$ cat src/rtl/cpu_ctrl_pkg.sv
// Shared encodings for the processor execution controller.
package cpu_ctrl_pkg;

    typedef enum logic [1:0] {
        ST_IDLE = 2'b00,
        ST_RUN  = 2'b01,
        ST_HALT = 2'b10
    } state_t;

endpackage

$ cat src/rtl/tick_prescaler.sv
// Free-running divider: tick is high in the cycle the count holds DIV-1 while enabled.
module tick_prescaler #(
    parameter int DIV = 4
) (
    input  logic clk,
    input  logic rst,
    input  logic clr,
    input  logic en,
    output logic tick
);

    localparam int CW = (DIV > 2) ? $clog2(DIV) : 1;
    localparam logic [CW-1:0] LAST = CW'(DIV - 1);

    logic [CW-1:0] cnt;

    always_ff @(posedge clk or posedge rst) begin
        if (rst) begin
            cnt <= '0;
        end else if (clr) begin
            cnt <= '0;
        end else if (en) begin
            cnt <= (cnt == LAST) ? '0 : cnt + CW'(1);
        end
    end

    assign tick = en && (cnt == LAST);

endmodule

$ cat src/rtl/cpu_step_ctrl.sv
// Execution controller: single-step, free-run or halt, issuing a one-cycle cpu_en.
module cpu_step_ctrl
    import cpu_ctrl_pkg::*;
#(
    parameter int RUN_DIV = 25_000_000,
    parameter int CNT_W   = 16
) (
    input  logic             clk_100M,
    input  logic             rst,
    input  logic             step_pulse,
    input  logic             run_hold,
    input  logic             halt_pulse,
    input  logic             cpu_halted,
    output logic             cpu_en,
    output logic [1:0]       mode,
    output logic [CNT_W-1:0] instr_cnt,
    output logic             run_led
);

    state_t state, state_nxt;
    logic   en_nxt;
    logic   halt_cond;
    logic   pre_clr;
    logic   pre_en;
    logic   pre_tick;

    // Prescaler only advances while RUN is being held; any exit discards its count.
    assign pre_en  = (state == ST_RUN);
    assign pre_clr = (state_nxt != ST_RUN);

    tick_prescaler #(
        .DIV (RUN_DIV)
    ) u_prescaler (
        .clk  (clk_100M),
        .rst  (rst),
        .clr  (pre_clr),
        .en   (pre_en),
        .tick (pre_tick)
    );

    always_comb begin
        state_nxt = state;
        en_nxt    = 1'b0;
        halt_cond = halt_pulse || cpu_halted;
        case (state)
            ST_IDLE: begin
                if (halt_cond) begin
                    state_nxt = ST_HALT;
                end else begin
                    en_nxt = step_pulse;
                    if (run_hold) state_nxt = ST_RUN;
                end
            end
            ST_RUN: begin
                if (halt_cond)      state_nxt = ST_HALT;
                else if (!run_hold) state_nxt = ST_IDLE;
                else                en_nxt    = pre_tick;
            end
            ST_HALT: begin
                if (halt_pulse && !cpu_halted) state_nxt = ST_IDLE;
            end
            default: state_nxt = ST_IDLE;
        endcase
    end

    always_ff @(posedge clk_100M or posedge rst) begin
        if (rst) begin
            state     <= ST_IDLE;
            cpu_en    <= 1'b0;
            instr_cnt <= '0;
        end else begin
            state  <= state_nxt;
            cpu_en <= en_nxt;
            if (en_nxt) instr_cnt <= instr_cnt + CNT_W'(1);
        end
    end

    assign mode    = state;
    assign run_led = (state == ST_RUN);

endmodule

$ cat config.mk
export PLATFORM = sky130hd
export DESIGN_NAME = cpu_step_ctrl
export DESIGN_NICKNAME = d
export VERILOG_FILES = /design/src/rtl/cpu_ctrl_pkg.sv /design/src/rtl/tick_prescaler.sv /design/src/rtl/cpu_step_ctrl.sv
export SDC_FILE = /design/constraint.sdc
export NUM_CORES = 1
export LEC_CHECK = 0
export ABC_AREA = 1
export CAP_MARGIN = 40
export CELL_PAD_IN_SITES_DETAIL_PLACEMENT = 2
export CELL_PAD_IN_SITES_GLOBAL_PLACEMENT = 2
export CORE_ASPECT_RATIO = 2
export CORE_MARGIN = 10
export CORE_UTILIZATION = 33
export DETAILED_ROUTE_END_ITERATION = 12
export GPL_ROUTABILITY_DRIVEN = 0
export PLACE_DENSITY_LB_ADDON = 0.1
export SKIP_LAST_GASP = 1
export SLEW_MARGIN = 20
export SYNTH_ARGS = -nofsm -noshare
export SYNTH_HDL_FRONTEND = slang
export SYNTH_SLANG_ARGS = --single-unit
$ cat constraint.sdc
create_clock -name clk_100M -period 2.1 [get_ports clk_100M]
set_clock_uncertainty 0.05 [all_clocks]
set_input_delay 0.42 -clock clk_100M [delete_from_list [all_inputs] [get_ports clk_100M]]
set_output_delay 0.42 -clock clk_100M [all_outputs]
set_load 0.1 [all_outputs]
### Yosys cells after proc, flatten, opt, wreduce, memory -nomap -nowiden

Cells that the tools add are included.

* ROM bits: 0
* bits in latches: 0
* bits in registers: 44
* input port bits: 6
* memories: 0
* RAM bits: 0
* word-level logic and storage cells: 29

* shift operators: 0
* $lt $le $gt $ge: 0
* bitwise operators: 0
* mux-type cells: 13
* reductions and logical operators: 6
* equal/unequal tests: 4
* divide/modulo/power cells: 0
* multiply operators: 0
* add/subtract/negate cells: 2

Operators by type and width (count)
* $mux 25: 3
* $add 25x1->25 const B: 1
* $eq 25x25->1 const B: 1
* $add 16x1->16 const B: 1
* $mux 2: 5
* $pmux 2 s3: 1
* $mux 1: 3
* $eq 2x1->1 const B: 1
* $eq 2x2->1 const B: 1
* $logic_and 1x1->1: 2
* $logic_not 2->1: 1
* $ne 2x1->1 const B: 1
* $pmux 1 s2: 1
* $reduce_bool 2->1: 1
* $logic_not 1->1: 1
* $logic_or 1x1->1: 1

### Longest topological paths before layout

* depth in word-level cells: 6
* depth in mapped cells: 11
* mapped depth without buffers: 10

### Modules after synthesis

A second synthesis with hierarchy kept.

* cell total of the unflattened synthesis: 376
* area, all modules: 2723.9 µm²

By module, submodules not included
* tick_prescaler: instances 1, sequential area each 625.6 µm², area an instance 1617.8 µm², cells each 230
* cpu_step_ctrl: instances 1, sequential area each 475.5 µm², area an instance 1106.1 µm², cells each 146

### Worst setup path before layout

Ideal clock, no wire load.

* kind: register to register
* start point: register state[0] (netlist: mode[0])
* end point: register instr_cnt[3]
* data arrival time: 3.426 ns
* clock period less this slack: 3.598 ns
* stages on the path, launching flop included: 9
* path buffers: 1
* slack: -1.498 ns
* library setup time: 0.123 ns
* required time: 1.927 ns
* path through: dfrtp_1 -> inv_1 -> nor2_1 -> nand2_1 -> o21ai_4 -> nand2_4 -> buf_6 -> nand2_1 -> nand2_1

* cells in the longest elaborated chain, start to end: 5

RTL lines
* from (decl): RTL line cpu_step_ctrl.sv:20 `state_t state, state_nxt;`
* from (signal assigned): RTL line cpu_step_ctrl.sv:72 `state <= state_nxt;`
* $eq 2x1->1 *
* net run_led: RTL line cpu_step_ctrl.sv:17 `output logic run_led`
* $logic_and 1x1->1: RTL line tick_prescaler.sv:27 `assign tick = en && (cnt == LAST);`
* $mux 1: RTL line cpu_step_ctrl.sv:56 `else if (!run_hold) state_nxt = ST_IDLE;`
* $mux 1: RTL line cpu_step_ctrl.sv:55 `if (halt_cond) state_nxt = ST_HALT;`
* $pmux 1 s2 *: RTL line cpu_step_ctrl.sv:45 `case (state)`
* to (signal assigned): RTL line cpu_step_ctrl.sv:74 `if (en_nxt) instr_cnt <= instr_cnt + CNT_W'(1);`
* to (decl): RTL line cpu_step_ctrl.sv:16 `output logic [CNT_W-1:0] instr_cnt,`

Mark *: on every way through the listed nets, which the timed path passes. The rest lies on a longest branch.
A chain may end at the register's enable or synchronous reset.

### Worst setup path in the final report

* start point: register u_prescaler.cnt[0]
* end point: register u_prescaler.cnt[22]

* cells in the longest elaborated chain, start to end: 4

RTL lines
* from (decl): RTL line tick_prescaler.sv:15 `logic [CW-1:0] cnt;`
* from (signal assigned): RTL line tick_prescaler.sv:23 `cnt <= (cnt == LAST) ? '0 : cnt + CW'(1);`
* $add 25x1->25 or $eq 25x25->1 (tied branches): RTL line tick_prescaler.sv:23
* $mux 25 *: RTL line tick_prescaler.sv:23
* $mux 25 *: RTL line tick_prescaler.sv:22 `end else if (en) begin`
* $mux 25 *: RTL line tick_prescaler.sv:20 `end else if (clr) begin`

Every way passes the cells marked *; elsewhere a longest branch is shown, timed or not. The select of a mux whose other input is x is not followed.

==> flow_metrics.tcl <==
set metrics [dict create \
    run_status "completed" \
    total_power_w 0.00254 \
    rows 46 \
    grt_pass1_vias 3148 \
    yosys.cell_types.count 30 \
    viasPerCell 5.16 \
    startpoint "u_prescaler.cnt[0]" \
    endpoint_kind "register" \
    cts-hold-fix-buffers 0 \
    cts.sinks 44 \
    drtIter0Drc 72 \
    grt_max_degree 45 \
    numCtsBuffers 5 \
    nets 427 \
    synthToLayoutAreaGrowth_pct 26.3 \
    tritoncts "yes" \
    clk_pin_slew_ns 0.06 \
    antenna_found_initial 0 \
    ir_worst_vdd_uv 923 \
    die_w_um 83.8 \
    holdWs_ns 0.431 \
    required_ns 2.21 \
    synth_fa_ha_area_share_pct 0.931 \
    path_max_fanout 4 \
    synth_top_family_by_area "simple AND/OR/NAND/NOR gates" \
    finalHoldViolCount 0 \
    dieArea_sq_um 12400 \
    grt_use_total_pct 16.3 \
    io_pins 26 \
    synth.area.mux_share_pct 0 \
    finalSetupViolations 0 \
    grt-ovfl-total 0 \
    synth_xor_area_share_pct 5.87 \
    cp_data_arrival_time_ns 2.07 \
    grt_pass1_wl_um 16300 \
    r2r-start "u_prescaler.cnt[0]" \
    syn_area_per_cell_sq_um 7.21 \
    syn_nets 381 \
    worstSetupPathType "register to register" \
    core_sq_um 7940 \
    die_y_um 148 \
    synth_top_area_cell "dfrtp_1" \
    ys_seq_area_share_pct 41.0 \
    route.antenna.remaining_nets 0 \
    clk_latency_ns 0.29 \
    drv_cap 0 \
    cts_root_buf "clkbuf_16" \
    drive_gt1_share_pct 17.1 \
    cts_buffer_depth 2 \
    place_area_sq_um 3210 \
    cts-htree-levels 2 \
    rsz0062_at_grt "yes" \
    yosysWarnings 0 \
    synth_area_leaders "dfrtp_1, nand2_1, nor2_1" \
    wl_per_cell_um 19.0 \
    antenna_cells 0 \
    route.detailed.drc 0 \
    firstDrtPassIters 4 \
    dp_hpwl_um 7770 \
    power_density_nw_per_um2 750 \
    synthCells 373 \
    hold_class "input pin to asynchronous set/reset pin" \
    port_buffers 25 \
    ff2ff_path_depth 8 \
    synth_top_area_share_pct 41.0 \
    synth_compound_area_share_pct 4.05 \
    worst_pin_slew_ns 0.440 \
    initial_core_util_pct 33.8 \
    yosys.area_share.simple_pct 40.8 \
    leakage_nw 1.53 \
    slew_viol_final 0 \
    relSlewSlack_pct 70.4 \
    fin_crit_ns 1.95 \
    synth_area_sq_um 2690 \
    ys_seq_elements 44 \
    vias 2661 \
    critPathLaunchType "register" \
    fmax_ghz 0.513 \
    final_area_sq_um 3390 \
    wirelength_um 9780 \
    timing.final.crit_share_pct 92.9 \
]
## synthesized netlist by cell type
| master | number |
|---|---|
| inv_1 | 38 |
| nand2_4 | 1 |
| or2_2 | 1 |
| o211ai_1 | 1 |
| nand4_1 | 11 |
| o21ai_4 | 1 |
| ha_1 | 2 |
| nor3b_1 | 1 |
| dfrtp_1 | 44 |
| a21oi_1 | 6 |
| o21a_1 | 1 |
| nand2_2 | 5 |
| buf_4 | 1 |
| nand3_1 | 34 |
| nor3_2 | 2 |
| xnor2_1 | 8 |
| nor3_1 | 10 |
| nand2_1 | 113 |
| o21ai_0 | 8 |
| nand4_2 | 1 |
| nor2_2 | 2 |
| xor2_1 | 10 |
| inv_2 | 1 |
| nand3b_1 | 3 |
| buf_6 | 3 |
| and3_1 | 2 |
| nor2_1 | 57 |
| nor2_4 | 3 |
| buf_2 | 2 |
| a21boi_0 | 1 |
## placed cells by master (no fill, tap or decap), types with 6 or more instances in the layout
cell type | Yosys | routed
a21oi_1 | 6 | 6
buf_12 | 0 | 8
buf_4 | 1 | 31
dfrtp_1 | 44 | 42
inv_1 | 38 | 36
nand2_1 | 113 | 112
nand3_1 | 34 | 34
nand4_1 | 11 | 11
nor2_1 | 57 | 56
nor3_1 | 10 | 10
o21ai_0 | 8 | 6
xnor2_1 | 8 | 8
xor2_1 | 10 | 10
## critical path, cell delays in order, from the launching register on
cell and delay, ns:
dfrtp_1 0.40, ha_2 0.24, inv_1 0.07, nor2_4 0.17, nand4_1 0.19, nor3_1 0.40
nand3_1 0.12, nand2_1 0.13, nor2_1 0.05
## power by group
| group | total [W] | switching (W) | internal, W | leakage [nW] |
|---|---|---|---|---|
| registers | 0.000981 | 0.0000839 | 0.000897 | 0.605 |
| logic | 0.000757 | 0.000530 | 0.000227 | 0.850 |
| clock network | 0.000807 | 0.000337 | 0.000470 | 0.0766 |
## repair_timing
item                                    CTS  global route
setup buffers                             0             2
resized for setup                         0             6
hold endpoints to repair                  0             0
endpoints found under the setup margin    0            35
## flip-flops by register name, summed over array words and instances, names as in the netlist
name / count
u_prescaler.cnt: 25
cpu_en: 1
instr_cnt: 16
mode: 2
## path summary, 6_finish.rpt
path | endpoint | slack [ns]
setup reg to reg | u_prescaler.cnt[22] | 0.15
hold / removal | u_prescaler.cnt[0] | 0.43
min in group clk_100M | u_prescaler.cnt[1] | 0.47
max in group asynchronous | u_prescaler.cnt[12] | 1.33
hold reg to reg | u_prescaler.cnt[1] | 0.47
setup / recovery | u_prescaler.cnt[22] | 0.15
## per-stage QoR
stage / TNS, ns / utilization, % / std cells / setup slack [ns]
finish: 0 / 42.7 / 516 / 0.149
global route: -0.00608 / 42.7 / 516 / -0.00545
CTS: 0 / 42.3 / 514 / 0.0775
detailed placement: -0.357 / 40.4 / 506 / -0.106
global placement: 0 / 40.4 / 506 / 0.0190
floorplan: -0.132 / - / 373 / -0.0153
## per-layer routing
layer / GRT usage [%] / up-vias / wire (um)
li1: - / 1271 / -
met1: 13.8 / 1349 / 3160
met2: 35.1 / 28 / 6220
met3: 2.20 / 13 / 146
met4: 6.23 / 0 / 254
met5: 0 / - / 0
## cell families after synthesis
family / after synthesis
compound gates: 18
fa+ha+maj: 2
xor+xnor: 18
flops: 44
buf+inv: 45
simple gates: 246
## cell type report
class / count / area [sq um]
multi-input combinational: 284 / 1420
sequential: 44 / 1110
clock buffer: 6 / 139
inverter: 39 / 149
tap: 96 / 120
clock inverter: 2 / 10.0
timing repair buffer: 45 / 454
fill: 963 / 4550
(Power assumes the default switching activity.)
